$ cat src/rtl/membus_arbiter_pkg.sv
// rtl/membus_arbiter_pkg.sv - shared widths and enums for the core memory bus arbiter
package membus_arbiter_pkg;

  localparam int XLEN = 64;
  localparam int MEMBUS_DATA_WIDTH = 64;

  typedef enum logic [1:0] {IDLE, WAIT_I, WAIT_D} BusOwner;
  typedef enum logic {REQ_I, REQ_D} Requester;

endpackage

$ cat src/rtl/membus_grant_sel.sv
// rtl/membus_grant_sel.sv - combinational fixed-priority / round-robin grant selector
module membus_grant_sel
  import membus_arbiter_pkg::*;
#(
  parameter bit ROUND_ROBIN = 1'b1
) (
  input  logic     i_valid,
  input  logic     d_valid,
  input  Requester last_grant,
  input  logic     lock,
  input  Requester locked_sel,
  output Requester grant
);

  always_comb begin
    grant = REQ_I;
    if (lock) begin
      grant = locked_sel;
    end else if (i_valid && d_valid) begin
      // On conflict, round-robin hands the bus to whoever did not win last time
      if (ROUND_ROBIN) begin
        grant = (last_grant == REQ_I) ? REQ_D : REQ_I;
      end else begin
        grant = REQ_D;
      end
    end else if (d_valid) begin
      grant = REQ_D;
    end else begin
      grant = REQ_I;
    end
  end

endmodule

$ cat src/rtl/membus_arbiter.sv
// rtl/membus_arbiter.sv - two-to-one fetch/load-store arbiter for the single core memory bus
module membus_arbiter
  import membus_arbiter_pkg::*;
#(
  parameter bit ROUND_ROBIN = 1'b1,
  parameter int ADDR_W      = XLEN,
  parameter int DATA_W      = MEMBUS_DATA_WIDTH
) (
  input  logic                clk,
  input  logic                rst,
  input  logic                i_valid,
  output logic                i_ready,
  input  logic [ADDR_W-1:0]   i_addr,
  output logic                i_rvalid,
  output logic [DATA_W-1:0]   i_rdata,
  input  logic                d_valid,
  output logic                d_ready,
  input  logic [ADDR_W-1:0]   d_addr,
  input  logic                d_wen,
  input  logic [DATA_W-1:0]   d_wdata,
  input  logic [DATA_W/8-1:0] d_wmask,
  output logic                d_rvalid,
  output logic [DATA_W-1:0]   d_rdata,
  output logic                mem_valid,
  input  logic                mem_ready,
  output logic [ADDR_W-1:0]   mem_addr,
  output logic                mem_wen,
  output logic [DATA_W-1:0]   mem_wdata,
  output logic [DATA_W/8-1:0] mem_wmask,
  input  logic                mem_rvalid,
  input  logic [DATA_W-1:0]   mem_rdata,
  output logic                protocol_err
);

  BusOwner  owner_q, owner_d;
  Requester last_grant_q, last_grant_d;
  Requester locked_sel_q, locked_sel_d;
  logic     lock_q, lock_d;
  logic     protocol_err_q, protocol_err_d;

  Requester grant;
  logic     can_issue;
  logic     grant_valid;
  logic     accept;

  membus_grant_sel #(
    .ROUND_ROBIN (ROUND_ROBIN)
  ) u_grant_sel (
    .i_valid    (i_valid),
    .d_valid    (d_valid),
    .last_grant (last_grant_q),
    .lock       (lock_q),
    .locked_sel (locked_sel_q),
    .grant      (grant)
  );

  // A response arriving this cycle frees the slot, so a new request can issue without a bubble
  assign can_issue   = (owner_q == IDLE) || mem_rvalid;
  assign grant_valid = (grant == REQ_D) ? d_valid : i_valid;
  assign mem_valid   = can_issue && grant_valid;
  assign accept      = mem_valid && mem_ready;

  assign i_ready = accept && (grant == REQ_I);
  assign d_ready = accept && (grant == REQ_D);

  assign i_rvalid     = mem_rvalid && (owner_q == WAIT_I);
  assign d_rvalid     = mem_rvalid && (owner_q == WAIT_D);
  assign i_rdata      = mem_rdata;
  assign d_rdata      = mem_rdata;
  assign protocol_err = protocol_err_q;

  always_comb begin
    mem_addr  = '0;
    mem_wen   = 1'b0;
    mem_wdata = '0;
    mem_wmask = '0;
    if (mem_valid) begin
      if (grant == REQ_D) begin
        mem_addr  = d_addr;
        mem_wen   = d_wen;
        mem_wdata = d_wdata;
        mem_wmask = d_wmask;
      end else begin
        mem_addr  = i_addr;
      end
    end
  end

  always_comb begin
    owner_d        = owner_q;
    last_grant_d   = last_grant_q;
    locked_sel_d   = locked_sel_q;
    lock_d         = lock_q;
    protocol_err_d = protocol_err_q || (mem_rvalid && (owner_q == IDLE));
    if (accept) begin
      owner_d      = (grant == REQ_D) ? WAIT_D : WAIT_I;
      last_grant_d = grant;
      lock_d       = 1'b0;
    end else begin
      if (mem_rvalid) begin
        owner_d = IDLE;
      end
      // A stalled request keeps the bus until it is accepted
      if (mem_valid) begin
        lock_d       = 1'b1;
        locked_sel_d = grant;
      end
    end
  end

  always_ff @(posedge clk or posedge rst) begin
    if (rst) begin
      owner_q        <= IDLE;
      last_grant_q   <= REQ_I;
      locked_sel_q   <= REQ_I;
      lock_q         <= 1'b0;
      protocol_err_q <= 1'b0;
    end else begin
      owner_q        <= owner_d;
      last_grant_q   <= last_grant_d;
      locked_sel_q   <= locked_sel_d;
      lock_q         <= lock_d;
      protocol_err_q <= protocol_err_d;
    end
  end

endmodule

$ cat config.mk
export PLATFORM = sky130hd
export DESIGN_NAME = membus_arbiter
export DESIGN_NICKNAME = d
export VERILOG_FILES = /design/src/rtl/membus_arbiter_pkg.sv /design/src/rtl/membus_grant_sel.sv /design/src/rtl/membus_arbiter.sv
export SDC_FILE = /design/constraint.sdc
export NUM_CORES = 1
export LEC_CHECK = 0
export CAP_MARGIN = 20
export CORE_AREA = 2 2 213 215
export DETAILED_ROUTE_END_ITERATION = 6
export DIE_AREA = 0 0 215 217
export PLACE_DENSITY = 0.44
export SLEW_MARGIN = 20
export SYNTH_ARGS = -nofsm -noshare
export SYNTH_HDL_FRONTEND = slang
export SYNTH_SLANG_ARGS = --single-unit
$ cat constraint.sdc
create_clock -name clk -period 1.8 [get_ports clk]
set_clock_uncertainty 0.15 [all_clocks]
set_input_delay 0.18 -clock clk [delete_from_list [all_inputs] [get_ports clk]]
set_output_delay 0.18 -clock clk [all_outputs]
set_load 0.01 [all_outputs]
==> results_dict.tcl <==
set metrics [dict create \
    status "finished with violations" \
    violations "setup timing" \
    antenna_found_initial 0 \
    worstPathRequired_ns 1.47 \
    synth.cell_area_um2 2840 \
    drcViolationCount 0 \
    die_h_um 217 \
    cpMaxStageDelayCell "dfrtp_2" \
    grt_first_pass_wirelength_um 26600 \
    swShare_pct 43.0 \
    netlist_instances 465 \
    yosysMostFrequentCell "buf_4" \
    die_x_um 215 \
    regToRegEndpoint "lock_q$_DFFE_PP0P_" \
    synth_edf_count 0 \
    min_period_ns 2.24 \
    tightest_slew_ns 0.310 \
    core_um2 44700 \
    synth_common_cells "buf_4, and2_1, a21oi_1, nand2_1, nand3_1" \
    slew_headroom_pct 79.3 \
    drive_gt1_share_pct 41.5 \
    critPathMaxFanout 6 \
    row_count 78 \
    instances_no_fill 1328 \
    ios 542 \
    via_per_inst 3.11 \
    synth_seq_area_share_pct 5.28 \
    fillerInstances 5132 \
    clock_path_buffers 2 \
    rr_worst_depth 9 \
    layout_setup_ws_ns -0.436 \
    syn2layout_area_growth_pct 157 \
    post_synth_num_cell_types 27 \
    place_area_um2 6240 \
    final_antenna_net_count 0 \
    cp.buffers_inverters 4 \
    register_area_um2 151 \
    grt_usage_pct 7.52 \
    wl_per_cell_um 15.6 \
    clock_latency_ns 0.23 \
    synth_fp_nets 736 \
    grt_pass1_vias 4161 \
    synthTopCellsByArea "buf_4, and2_1, a21oi_1" \
    port-buffer-count 349 \
    cts_tree "built" \
    r2r_slack_ns 0 \
    cp.arrival_ns 1.91 \
    start_util_pct 6.36 \
    synth_warnings 0 \
    layout.nets 1001 \
    hold_violations 0 \
    drt-initial-drc-count 124 \
    p_int_mw 6.44 \
    final_max_slew_viol_count 0 \
    cts-root-buf "clkbuf_16" \
    critPathMaxStageDelay_ns 0.42 \
    dieArea_um2 46700 \
    worstSetupPathType "reg -> out" \
    max-vdd-ir-drop_mv 0.579 \
    multi_input_area_um2 1820 \
    max_freq_ghz 0.447 \
    ys.flop_type "dfrtp_1" \
    p_leak_nw 3.03 \
    hold_path_class "in -> async" \
    power_frac_clock_pct 3.2 \
    r2r-start "lock_q$_DFFE_PP0P_" \
    maxCapViolations 0 \
    synth-seq-cells 6 \
    path_cells "nand2b_4 -> o21a_4 -> nor2_4 -> buf_6 -> clkbuf_16 -> clkbuf_16 -> and2_4 -> buf_6" \
    synth_top_area_cell "buf_4" \
    rsz0062_at_grt "true" \
    dp_hpwl_um 13000 \
    clk_pin_slew_worst_paths_ns 0.03 \
    p_per_area_nw_per_um2 1550 \
    async_reset_ff_share_pct 100 \
    first_pass_iters 4 \
    syn_avg_cell_area_um2 6.11 \
    cts_made_buffers 3 \
    setup_viol 140 \
    p_sw_mw 4.85 \
    vias 4131 \
    fin_hold_ws_ns 0.0625 \
    diodes 0 \
    htree_num_levels 1 \
    netlist.area_leader.share_pct 37.0 \
    fin_crit_sh_pct 124 \
    clock_sinks 6 \
    overflow 0 \
    cp_top_family "buffers and inverters" \
    combPwrFrac_pct 94.7 \
    grt_start_max_net_pins 52 \
    place_congestion 0.716 \
    critPathLaunchType "flop" \
    final_area_um2 7290 \
    seqPwrFrac_pct 2.1 \
    drt_wl_total_um 20700 \
    dp.cells 1278 \
    end_kind "output port" \
]
[sequential cells by signal (all words and copies together) (netlist names)]
signal / flops
last_grant_q: 1
owner_q: 2
locked_sel_q: 1
protocol_err: 1
lock_q: 1
[power by group through the flow]
stage | registers, mW | clock network [mW] | logic (mW)
2_1_floorplan | 0.218 | 0 | 3.44
3_3_place_gp | 0.231 | 0 | 7.24
3_5_place_dp | 0.228 | 0 | 7.23
4_1_cts | 0.236 | 0.362 | 9.24
5_1_grt | 0.245 | 0.378 | 11.4
6_report | 0.241 | 0.360 | 10.7
[timing repair]
item,4_1_cts,5_1_grt
hold buffers,0,0
endpoints found under the setup margin,144,144
gates cloned,11,9
gates resized for setup,602,105
pin swaps,26,47
setup buffers,23,5
[cells in the final DEF, fill, tap and decap left out, types with 5 or more instances in the layout]
master / count
buf_6: 67
clkdlybuf4s15_2: 13
and2_4: 59
clkbuf_16: 11
buf_16: 12
nand2_1: 64
clkdlybuf4s50_1: 206
nand3_2: 10
a21oi_2: 9
clkbuf_2: 6
a21oi_1: 55
inv_1: 5
buf_4: 27
dlygate4sd2_1: 10
nand3_1: 53
and2_1: 16
buf_2: 55
buf_12: 17
dfrtp_1: 5
[worst reg2reg max path, stage by stage, from the launching register on]
cell,delay [ns]
dfrtp_2,0.39
nand2_2,0.11
buf_6,0.14
o21ai_4,0.18
buf_4,0.15
buf_12,0.13
a21oi_1,0.05
buf_4,0.14
buf_4,0.13
mux2i_1,0.11
[cell type report]
class,instances,area share (%)
Inverter,5,0.257
Clock buffer,3,1.03
Timing Repair Buffer,424,61.3
Tap cell,600,10.3
Multi-Input combinational cell,290,25.0
Sequential cell,6,2.08
[metrics by stage]
step	setup TNS [ns]	power [mW]	utilization, %	setup slack (ns)
floorplan	0	3.66	-	0.133
global placement	-93.17	7.47	14.0	-0.746
detailed placement	-93.90	7.46	14.0	-0.760
CTS	-49.66	9.84	15.0	-0.418
global route	-56.56	12.0	16.3	-0.488
finish	-46.94	11.3	16.3	-0.436
[cells by family after synthesis]
logic type | count (synthesis) | share of synthesized area [%]
AOI/OAI and AO/OA | 76 | 14.2
buffers and inverters | 169 | 42.2
DFF | 6 | 5.28
muxes | 1 | 0.352
and+or+nand+nor | 213 | 38.0
[worst max-delay path by stage]
stage                     cells after the start                from  slack [ns]       endpoint
after floorplan                               6  lock_q$_DFFE_PP0P_        0.13   mem_addr[25]
after global routing                          8  lock_q$_DFFE_PP0P_       -0.49   mem_wmask[0]
final                                         8  lock_q$_DFFE_PP0P_       -0.44   mem_wmask[0]
after detailed placement                      7             d_valid       -0.76    mem_addr[2]
after CTS                                     9  lock_q$_DFFE_PP0P_       -0.42  mem_wdata[10]
after global placement                        7             d_valid       -0.75    mem_addr[2]
[routing by layer]
metal	routed length (um)	GRT usage [%]
met3	1850	2.28
met5	0	0
met1	7720	8.00
met2	10100	13.6
met4	1020	3.49
No activity file was read; power rests on OpenSTA's default activity.
